[config.mk]
export PLATFORM = sky130hd
export DESIGN_NAME = cb_multi_line_filter
export DESIGN_NICKNAME = d
export VERILOG_FILES = /design/src/rtl/cb_pkg.sv /design/src/rtl/cb_line_filter_ch.sv /design/src/rtl/cb_multi_line_filter.sv
export SDC_FILE = /design/constraint.sdc
export NUM_CORES = 1
export LEC_CHECK = 0
export ABC_AREA = 0
export BUFFER_PORTS_ARGS = -buffer_cell sky130_fd_sc_hd__buf_2
export CELL_PAD_IN_SITES_DETAIL_PLACEMENT = 1
export CELL_PAD_IN_SITES_GLOBAL_PLACEMENT = 2
export CORE_MARGIN = 2
export CORE_UTILIZATION = 38
export DETAILED_ROUTE_END_ITERATION = 16
export PLACE_DENSITY = 0.79
export SYNTH_ARGS = -nofsm -noshare
export SYNTH_HDL_FRONTEND = slang
export SYNTH_SLANG_ARGS = --single-unit
[constraint.sdc]
create_clock -name clk_sys -period 4.81 [get_ports clk_sys]
set_input_delay 0.7215 -clock clk_sys [delete_from_list [all_inputs] [get_ports clk_sys]]
set_output_delay 0.7215 -clock clk_sys [all_outputs]
set_load 0.005 [all_outputs]
[src/rtl/cb_pkg.sv]
// Shared common-block package.
// Holds the default counter width and the legal synchroniser depth range
// used by the line-filter blocks, plus the per-channel transition kind.
package cb_pkg;

  localparam int unsigned CNT_W_DEF = 16;
  localparam int unsigned SYNC_DEF  = 2;
  localparam int unsigned SYNC_MIN  = 2;
  localparam int unsigned SYNC_MAX  = 4;
  localparam int unsigned CH_MAX    = 32;

  // Kind of transition a channel accepts on the current edge.
  typedef enum logic [1:0] {
    EDGE_NONE = 2'd0,
    EDGE_RISE = 2'd1,
    EDGE_FALL = 2'd2
  } edge_e;

endpackage

[src/rtl/cb_line_filter_ch.sv]
// Single-channel line filter: input synchroniser, stability counter and
// registered output level with one-cycle rise/fall pulses.
//
// Ports:
//   clk_sys    - system clock, rising edge
//   rst        - synchronous active-high reset
//   rise_cnt   - stable cycles required to accept 0->1 (0 treated as 1)
//   fall_cnt   - stable cycles required to accept 1->0 (0 treated as 1)
//   en         - filter enable; when low the level holds and the count clears
//   raw        - asynchronous raw line input
//   level      - filtered, registered line level
//   rise_pulse - one-cycle pulse on the first cycle level shows 1
//   fall_pulse - one-cycle pulse on the first cycle level shows 0
//   chg_nxt    - combinational: a transition is accepted on the coming edge
module cb_line_filter_ch
  import cb_pkg::*;
#(
  parameter int unsigned CNT_W       = CNT_W_DEF,
  parameter int unsigned SYNC_STAGES = SYNC_DEF,
  parameter logic        RST_BIT     = 1'b0
) (
  input  logic             clk_sys,
  input  logic             rst,
  input  logic [CNT_W-1:0] rise_cnt,
  input  logic [CNT_W-1:0] fall_cnt,
  input  logic             en,
  input  logic             raw,
  output logic             level,
  output logic             rise_pulse,
  output logic             fall_pulse,
  output logic             chg_nxt
);

  (* ASYNC_REG = "TRUE" *) logic [SYNC_STAGES-1:0] sync_q;

  logic [CNT_W-1:0] cnt_q;
  logic [CNT_W-1:0] n_sel;
  logic [CNT_W-1:0] limit;
  logic             s;
  edge_e            edge_kind;

  assign s = sync_q[SYNC_STAGES-1];

  // Threshold follows the current output level; a zero threshold behaves
  // like one so the limit (N-1) never underflows.
  always_comb begin
    n_sel     = level ? fall_cnt : rise_cnt;
    limit     = (n_sel == '0) ? '0 : n_sel - CNT_W'(1);
    edge_kind = EDGE_NONE;
    if (en && (s != level) && (cnt_q >= limit)) begin
      edge_kind = level ? EDGE_FALL : EDGE_RISE;
    end
  end

  assign chg_nxt = (edge_kind != EDGE_NONE);

  always_ff @(posedge clk_sys) begin
    if (rst) begin
      sync_q     <= {SYNC_STAGES{RST_BIT}};
      level      <= RST_BIT;
      cnt_q      <= '0;
      rise_pulse <= 1'b0;
      fall_pulse <= 1'b0;
    end else begin
      sync_q     <= {sync_q[SYNC_STAGES-2:0], raw};
      rise_pulse <= (edge_kind == EDGE_RISE);
      fall_pulse <= (edge_kind == EDGE_FALL);
      if (!en || (s == level)) begin
        cnt_q <= '0;
      end else if (cnt_q >= limit) begin
        // Comparing with >= lets a lowered threshold take effect at once.
        level <= s;
        cnt_q <= '0;
      end else begin
        cnt_q <= cnt_q + CNT_W'(1);
      end
    end
  end

endmodule

[src/rtl/cb_multi_line_filter.sv]
// Multi-channel line filter: CH_NUM independent single-channel filters
// sharing rise/fall thresholds, plus a registered any-change flag.
//
// Ports:
//   clk_sys    - system clock, rising edge
//   rst        - synchronous active-high reset
//   rise_cnt   - stable cycles to accept a 0->1 transition (all channels)
//   fall_cnt   - stable cycles to accept a 1->0 transition (all channels)
//   ch_en      - per-channel filter enable
//   sig_in     - asynchronous raw line inputs
//   sig_out    - filtered, registered line levels
//   rise_pulse - per-channel one-cycle pulse on accepted 0->1
//   fall_pulse - per-channel one-cycle pulse on accepted 1->0
//   any_chg    - one-cycle OR of all rise/fall pulses
module cb_multi_line_filter
  import cb_pkg::*;
#(
  parameter int unsigned       CH_NUM      = 8,
  parameter int unsigned       CNT_W       = CNT_W_DEF,
  parameter int unsigned       SYNC_STAGES = SYNC_DEF,
  parameter logic [CH_NUM-1:0] RST_VAL     = '0
) (
  input  logic              clk_sys,
  input  logic              rst,
  input  logic [CNT_W-1:0]  rise_cnt,
  input  logic [CNT_W-1:0]  fall_cnt,
  input  logic [CH_NUM-1:0] ch_en,
  input  logic [CH_NUM-1:0] sig_in,
  output logic [CH_NUM-1:0] sig_out,
  output logic [CH_NUM-1:0] rise_pulse,
  output logic [CH_NUM-1:0] fall_pulse,
  output logic              any_chg
);

  if ((SYNC_STAGES < SYNC_MIN) || (SYNC_STAGES > SYNC_MAX)) begin : g_bad_sync
    $error("cb_multi_line_filter: SYNC_STAGES out of range");
  end
  if ((CH_NUM < 1) || (CH_NUM > CH_MAX)) begin : g_bad_ch
    $error("cb_multi_line_filter: CH_NUM out of range");
  end

  logic [CH_NUM-1:0] chg_nxt;

  for (genvar i = 0; i < CH_NUM; i++) begin : g_ch
    cb_line_filter_ch #(
      .CNT_W       (CNT_W),
      .SYNC_STAGES (SYNC_STAGES),
      .RST_BIT     (RST_VAL[i])
    ) u_ch (
      .clk_sys    (clk_sys),
      .rst        (rst),
      .rise_cnt   (rise_cnt),
      .fall_cnt   (fall_cnt),
      .en         (ch_en[i]),
      .raw        (sig_in[i]),
      .level      (sig_out[i]),
      .rise_pulse (rise_pulse[i]),
      .fall_pulse (fall_pulse[i]),
      .chg_nxt    (chg_nxt[i])
    );
  end

  // Registered from the channels' next-edge accept flags so any_chg lines
  // up with the registered pulses rather than trailing them by a cycle.
  always_ff @(posedge clk_sys) begin
    if (rst) begin
      any_chg <= 1'b0;
    end else begin
      any_chg <= |chg_nxt;
    end
  end

endmodule

==> impl_results.md, run 1 <==
- Design Area, Final: 16,250 um^2
- Via Count: between 10,000 and 15,000
- Post-synth ARST share: 0%
- Starting Density: 38.35%
- Clk sinks: 169
- Clk root buf: clkbuf_16
- Static Leakage: 6.259 nW
- Syn Nets: approximately 2,100
- CTS tree: done
- Reg-to-reg setup timing slack: 430 ps
- Hold path cells: 2
- Power share of the combinational group: 14.9%
- Netlist cell types: 75
- Setup TNS: 0 ps
- Cell family with most CP delay: compound AO/OA/AOI/OAI gates
- Die footprint: 40,500 um^2
- Bufs and invs on worst path: 2
- Max Slew Vio Count: 0
- Worst hold path class: input pin to flop
- CTS Buf Count: 17
- Drc violations: 0
- Boundary Pins: 75
- Synth area leader: dfxtp_1
- Fillers: 4,824
- Cell Int Power: between 2 and 2.5 mW
- Crit-path slowest cell: dfxtp_1
- Syn. warnings: 0
- Chip height: 201.3 um
- Share of layout cells above drive strength 1: 11.56%
- Initial antenna violation count: 3
- Switching Share: 28.76%
- CP max stage delay: 760 ps
- Clk Latency, worst-skew pair: 490 ps
- DIE WIDTH: 201.3 um
- Rows: 72
- PortBufs: 74
- Grt total ovfl: 0
- Ys flop type: dfxtp_1
- CP max FO: 17
- WL per Instance: roughly 19 um
- Setup Crit Path Kind: flop to flop
- Fin crit share: 91.16%
- Routed wire length: about 47,000 um
- Clk pin slew, worst setup/hold paths: 70 ps
- Worst r2r dst: any_chg
- Most common cell on crit path: ha_1
- Layout net count: 2,110
- Clk_skew: 11.79 ps
- Number of DRC markers in iteration 0: 681
- Max-Cap Viols: 0
- RR Startpoint: g_ch[2].u_ch.level
- Net Switching: 961.3 uW
- Minimum clock period: 4385 ps
- Ranking of synthesized cells by area: dfxtp_1, ha_1, xor2_1, mux2i_1, xnor2_1
- Placer Congestion: 0.8571
- Hold buffers post-CTS: 0
- Seq/Total Area, Yosys: 22.88%
- Hold_sp: sig_in[7]
- Final setup viols: 0
- FMAX: 228.1 MHz
- Cell Area, Placed: 15,640 um^2
- Antenna Nets Post-Route: 0
- Dpl ws: 24.15 ps
- WHS: 441.2 ps
- Area Overhead vs Synth: 9.876%
- Synth Register Bits: ~170
- Top cell type's share of synthesized area: 22.88%
- Final Hold Viols: 0
- # diodes: 0
- Post-detail-place hpwl: 36,030 um
- Peak VDD IR: roughly 0.00024 V
- Via density: 5.538
- Worst EP required: 5220 ps
- Total power: between 3 and 4 mW
- Drt pass-1 iters: 6
- First-pass GRT wire length: 75,980 um
- GRT Total Usage: between 20% and 30%
- Number of synthesized flops with an enable pin: 0
- Worst Slack Setup Final: about 430 ps
- P per Cell Area: between 200 and 250 nW/um^2
- Gate Count Post-Synth: between 1,500 and 2,000
- Vias in the first global route: 14,000
- Crit path depth: 15
- Clock power share: a little over two fifths
- Clock Tree Buf Depth: 2
- Synthesized area: about 15,000 um^2
- Core Region: 38,560 um^2
- Critical path arrival: 4800 ps
- Sequence of cells on the critical path: mux2i_1 -> ha_1 -> o21ai_1 -> or3_1 -> xor2_1 -> nand2_1 -> o211ai_1 -> ha_1 -> inv_1 -> o21ai_0 -> a221oi_1 -> o31ai_1 -> a21oi_1 -> buf_4 -> a41oi_1
- Hold EP: g_ch[7].u_ch.sync_q[0]
- Worst slew margin: 52.46%
- Mean Syn Cell Area: 7.881 um^2
- Worst-Margin Slew: 707.0 ps
- H-tree depth: 4
- Sequential share of power: 42.2%
- Startpoint Class: flop
- RSZ-0062 raised after global routing: false
- Nature of the critical path endpoint: flop
- Pin count of the biggest net entering global routing: 29
- Outcome: finished clean
- R2R cell count: 15
[synth_stat cells (36+ instances only)]
master      n
nor2_1    224
nand2_1   215
dfxtp_1   169
ha_1      152
xor2_1    133
xnor2_1    98
mux2i_1    93
nand3_1    76
a21oi_1    74
nor3_1     51
o21ai_0    49
clkbuf_1   46
and3_1     39
nand4_1    36
[metal layers]
layer / up-vias / GRT usage [%] / part of all wire [%]
li1: 6592 / - / -
met1: 6573 / 29.60 / 45
met2: 269 / 40.55 / 48
met3: 68 / 5.232 / 4.9
met4: 4 / 8.430 / 2.8
met5: - / 0 / 0.030
[area by class of cell]
cell class | count | area, um^2 | share of cell area (%)
Clock buffer | 20 | 456.7 | 2.811
Clock inverter | 12 | 140.1 | 0.8626
Inverter | 28 | 105.1 | 0.6470
Multi-Input combinational cell | 1550 | 10600 | 65.27
Sequential cell | 169 | 3387 | 20.85
Tap cell | 518 | 648.1 | 3.990
Timing Repair Buffer | 142 | 905.9 | 5.576
[worst max-delay path by stage]
stage                                  start                endpoint  slack, ps
after floorplan           g_ch[0].u_ch.level  g_ch[0].u_ch.cnt_q[11]        650
after global placement    g_ch[4].u_ch.level  g_ch[4].u_ch.cnt_q[15]         50
after detailed placement  g_ch[4].u_ch.level  g_ch[4].u_ch.cnt_q[14]         20
after CTS                 g_ch[4].u_ch.level  g_ch[4].u_ch.cnt_q[14]          9
after global routing      g_ch[4].u_ch.level   g_ch[4].u_ch.cnt_q[5]         10
final                     g_ch[2].u_ch.level                 any_chg        430
[cell families after synthesis]
| family | Yosys count | share of synthesized area, % |
|---|---|---|
| flip-flops | 169 | 22.88 |
| adder cells (fa/ha/maj) | 152 | 12.86 |
| AO/OA/AOI/OAI | 233 | 10.27 |
| AND/OR/NAND/NOR | 830 | 27.56 |
| buffers and inverters | 157 | 5.433 |
| multiplexers | 104 | 7.303 |
| XOR/XNOR | 231 | 13.68 |
[registers in the layout, indices dropped and copies added, names as in the netlist]
signal,count
g_ch.u_ch.rise_pulse,8
g_ch.u_ch.cnt_q,128
any_chg,1
g_ch.u_ch.level,8
g_ch.u_ch.sync_q,16
g_ch.u_ch.fall_pulse,8
[layout by cell type, fill, tap and decap left out, types with 28 or more instances in the layout]
| cell type | count |
|---|---|
| xor2_1 | 133 |
| buf_4 | 66 |
| ha_1 | 152 |
| nand4_1 | 36 |
| inv_1 | 28 |
| mux2i_1 | 92 |
| or3_1 | 31 |
| xnor2_1 | 98 |
| nand3_1 | 76 |
| nand2_1 | 215 |
| dfxtp_1 | 166 |
| o211ai_1 | 31 |
| nor2_1 | 224 |
| nor3_1 | 51 |
| a21oi_1 | 74 |
| buf_2 | 74 |
| o21ai_0 | 49 |
| and3_1 | 39 |
[worst register-to-register path, cell delays in order, from the launching register on]
cell and delay [ps]:
dfxtp_1 760, mux2i_1 480, ha_1 270, o21ai_1 160
or3_1 370, xor2_1 160, nand2_1 80, o211ai_1 130
ha_1 380, inv_1 60, o21ai_0 200, a221oi_1 120
o31ai_1 600, a21oi_1 220, buf_4 200, a41oi_1 140
[per-stage QoR]
stage | std cells | utilization [%]
floorplan | 1876 | -
global placement | 2407 | 40.57
detailed placement | 2407 | 40.57
CTS | 2439 | 42.11
global route | 2439 | 42.13
finish | 2439 | 42.13
[what timing repair did]
action / 4_1_cts / 5_1_grt
buffers inserted: 0 / 0
resized for setup: 0 / 4
endpoints found under the setup margin: 0 / 32
[power by group through the flow]
stage          Sequential, mW  Clock, mW  Combinational (mW)
6_report                 1.41       1.43               0.499
5_1_grt                  1.41       1.54               0.548
4_1_cts                  1.41       1.49               0.496
3_5_place_dp             1.44          0               0.494
3_3_place_gp             1.44          0               0.480
2_1_floorplan            1.44          0               0.315
No activity file was read; power rests on OpenSTA's default activity.
==> inputs of run 2 (changes only) <==
--- a/config.mk
+++ b/config.mk
@@ -11,6 +11,7 @@
 export CELL_PAD_IN_SITES_GLOBAL_PLACEMENT = 2
 export CORE_MARGIN = 2
 export CORE_UTILIZATION = 38
+export CTS_BUF_LIST = sky130_fd_sc_hd__clkbuf_16
 export DETAILED_ROUTE_END_ITERATION = 16
 export PLACE_DENSITY = 0.79
 export SYNTH_ARGS = -nofsm -noshare
==> run 2 against run 1 <==
Net effect: core utilization down 0.052 points; worst hold slack about the same; sequential power about the same; critical path type unchanged; largest cell class unchanged.
==> impl_results.md, run 2 (synthesis gave the netlist of run 1 again) <==
- Outcome: finished clean
- Boundary Pins: 75
- Drc violations: 0
- Clk_skew: 11.92 ps
- Starting Density: 38.35%
- RSZ-0062 raised after global routing: false
- Worst Slack Setup Final: 416.4 ps
- Reg-to-reg setup timing slack: 420 ps
- PortBufs: 74
- Core Region: 38,560 um^2
- Hold_sp: g_ch[5].u_ch.sync_q[0]
- Dpl ws: 24.15 ps
- Initial antenna violation count: 3
- Hold EP: g_ch[5].u_ch.sync_q[1]
- FMAX: 227.6 MHz
- Fin crit share: roughly nine tenths
- Setup TNS: 0 ps
- Max-Cap Viols: 0
- First-pass GRT wire length: 76,000 um
- Area Overhead vs Synth: 9.740%
- Most frequent cells in the layout: nor2_1, nand2_1, dfxtp_1
- Largest register FFs: 128
- Final Hold Viols: 0
- Hold path cells: 1
- H-tree depth: 4
- Rows: 72
- Chip height: between 200 and 250 um
- Worst hold path class: flop to flop
- DIE WIDTH: between 200 and 250 um
- Number of DRC markers in iteration 0: 651
- Clk pin slew, worst setup/hold paths: 70 ps
- Commonest non-fill, non-tap cell in the layout: nor2_1
- R2R cell count: 15
- CP max FO: 17
- Max Slew Vio Count: 0
- Clock Tree Buf Depth: 2
- WL per Instance: 19.34 um
- Placer Congestion: 0.8571
- Startpoint Class: flop
- Worst slew margin: 51.90%
- Clk root buf: clkbuf_16
- Die footprint: a little over 40,000 um^2
- GRT Total Usage: 23.83%
- Worst r2r dst: any_chg
- Layout net count: 2,110
- Vias in the first global route: 14,000
- Via density: 5.538
- Static Leakage: about 6.3 nW
- RR Startpoint: g_ch[2].u_ch.level
- Hold buffers post-CTS: 0
- # Post-CTS Setup Buffers: 0
- Pin count of the biggest net entering global routing: 29
- Largest registers: g_ch.u_ch.cnt_q x128, g_ch.u_ch.sync_q x16
- Non-filler cells, final: 2,439
- Worst-Margin Slew: 715.3 ps
- Clk Latency, worst-skew pair: 490 ps
- Via Count: 13,510
- Final core utilization: 42.08%
- Peak VDD IR: 0.0002402 V
- Reg with most FFs: g_ch.u_ch.cnt_q
- Share of layout cells above drive strength 1: 11.45%
- Nature of the critical path endpoint: flop
- Routed wire length: 47,180 um
- Antenna Nets Post-Route: 0
- Clk sinks: approximately 170
- Drt pass-1 iters: 5
- Setup Crit Path Kind: flop to flop
- Grt total ovfl: 0
- Minimum clock period: 4394 ps
- Post-detail-place hpwl: 36,030 um
- Critical path arrival: 4810 ps
- Worst EP required: 5220 ps
- CTS tree: done
- P per Cell Area: 203.9 nW/um^2
- Placed cells: ~2,400
- Final setup viols: 0
- # diodes: 0
- CTS Buf Count: 17
## run 2: cell count changes in the layout (fill, tap and decap cells not counted), sizes merged
cell,before,now
inv,31,32
clkinv,4,6
clkbuf,20,17
## run 2: power breakdown
group	switching, mW	leakage, nW	internal, mW
combinational	0.320	4.61	0.179
sequential	0.00380	1.37	1.41
clock	0.637	0.277	0.762
## run 2: layer usage
layer	vias up	part of all wire, %	wire [um]	track usage, %
li1	6599	-	-	-
met1	6598	45	21370	29.63
met2	237	48	22430	40.55
met3	68	4.3	2027	5.232
met4	4	2.8	1331	8.430
met5	-	0.030	14	0
## run 2: critical path: stages, from the launching register on
cell,delay (ps)
dfxtp_1,760
mux2i_1,480
ha_1,270
o21ai_1,160
or3_1,370
xor2_1,160
nand2_1,80
o211ai_1,130
ha_1,380
inv_1,60
o21ai_0,190
a221oi_1,120
o31ai_1,600
a21oi_1,220
buf_4,200
a41oi_1,130
## run 2: layout make-up
type                       count  area [um^2]
clock inverter                15        151.4
multi-input combinational   1550        10600
tap                          518        648.1
inverter                      28        105.1
fill                        4827        22330
timing repair buffer         142        905.9
sequential                   169         3387
clock buffer                  17        425.4
## run 2: per-stage QoR
step	area (um^2)	total power, mW	hold slack [ps]
final	16230	3.308	441.3
after floorplan	14790	1.756	413.8
after global routing	16230	3.465	419.5
after CTS	16220	3.358	403.9
after detailed placement	15640	1.936	427.8
after global placement	15640	1.922	416.3
## run 2: what timing repair did
| item | in CTS | in global routing |
|---|---|---|
| resized for setup | 0 | 4 |
| hold endpoints to repair | 0 | 0 |
| setup endpoints to repair | 0 | 32 |
## run 2: worst max path at each step
stage | start | endpoint | slack (ps) | cells after the start
detailed placement | g_ch[4].u_ch.level | g_ch[4].u_ch.cnt_q[14] | 20 | 13
global route | g_ch[4].u_ch.level | g_ch[4].u_ch.cnt_q[5] | 10 | 13
global placement | g_ch[4].u_ch.level | g_ch[4].u_ch.cnt_q[15] | 50 | 13
floorplan | g_ch[0].u_ch.level | g_ch[0].u_ch.cnt_q[11] | 650 | 17
finish | g_ch[2].u_ch.level | any_chg | 420 | 15
CTS | g_ch[4].u_ch.level | g_ch[4].u_ch.cnt_q[14] | 9 | 13
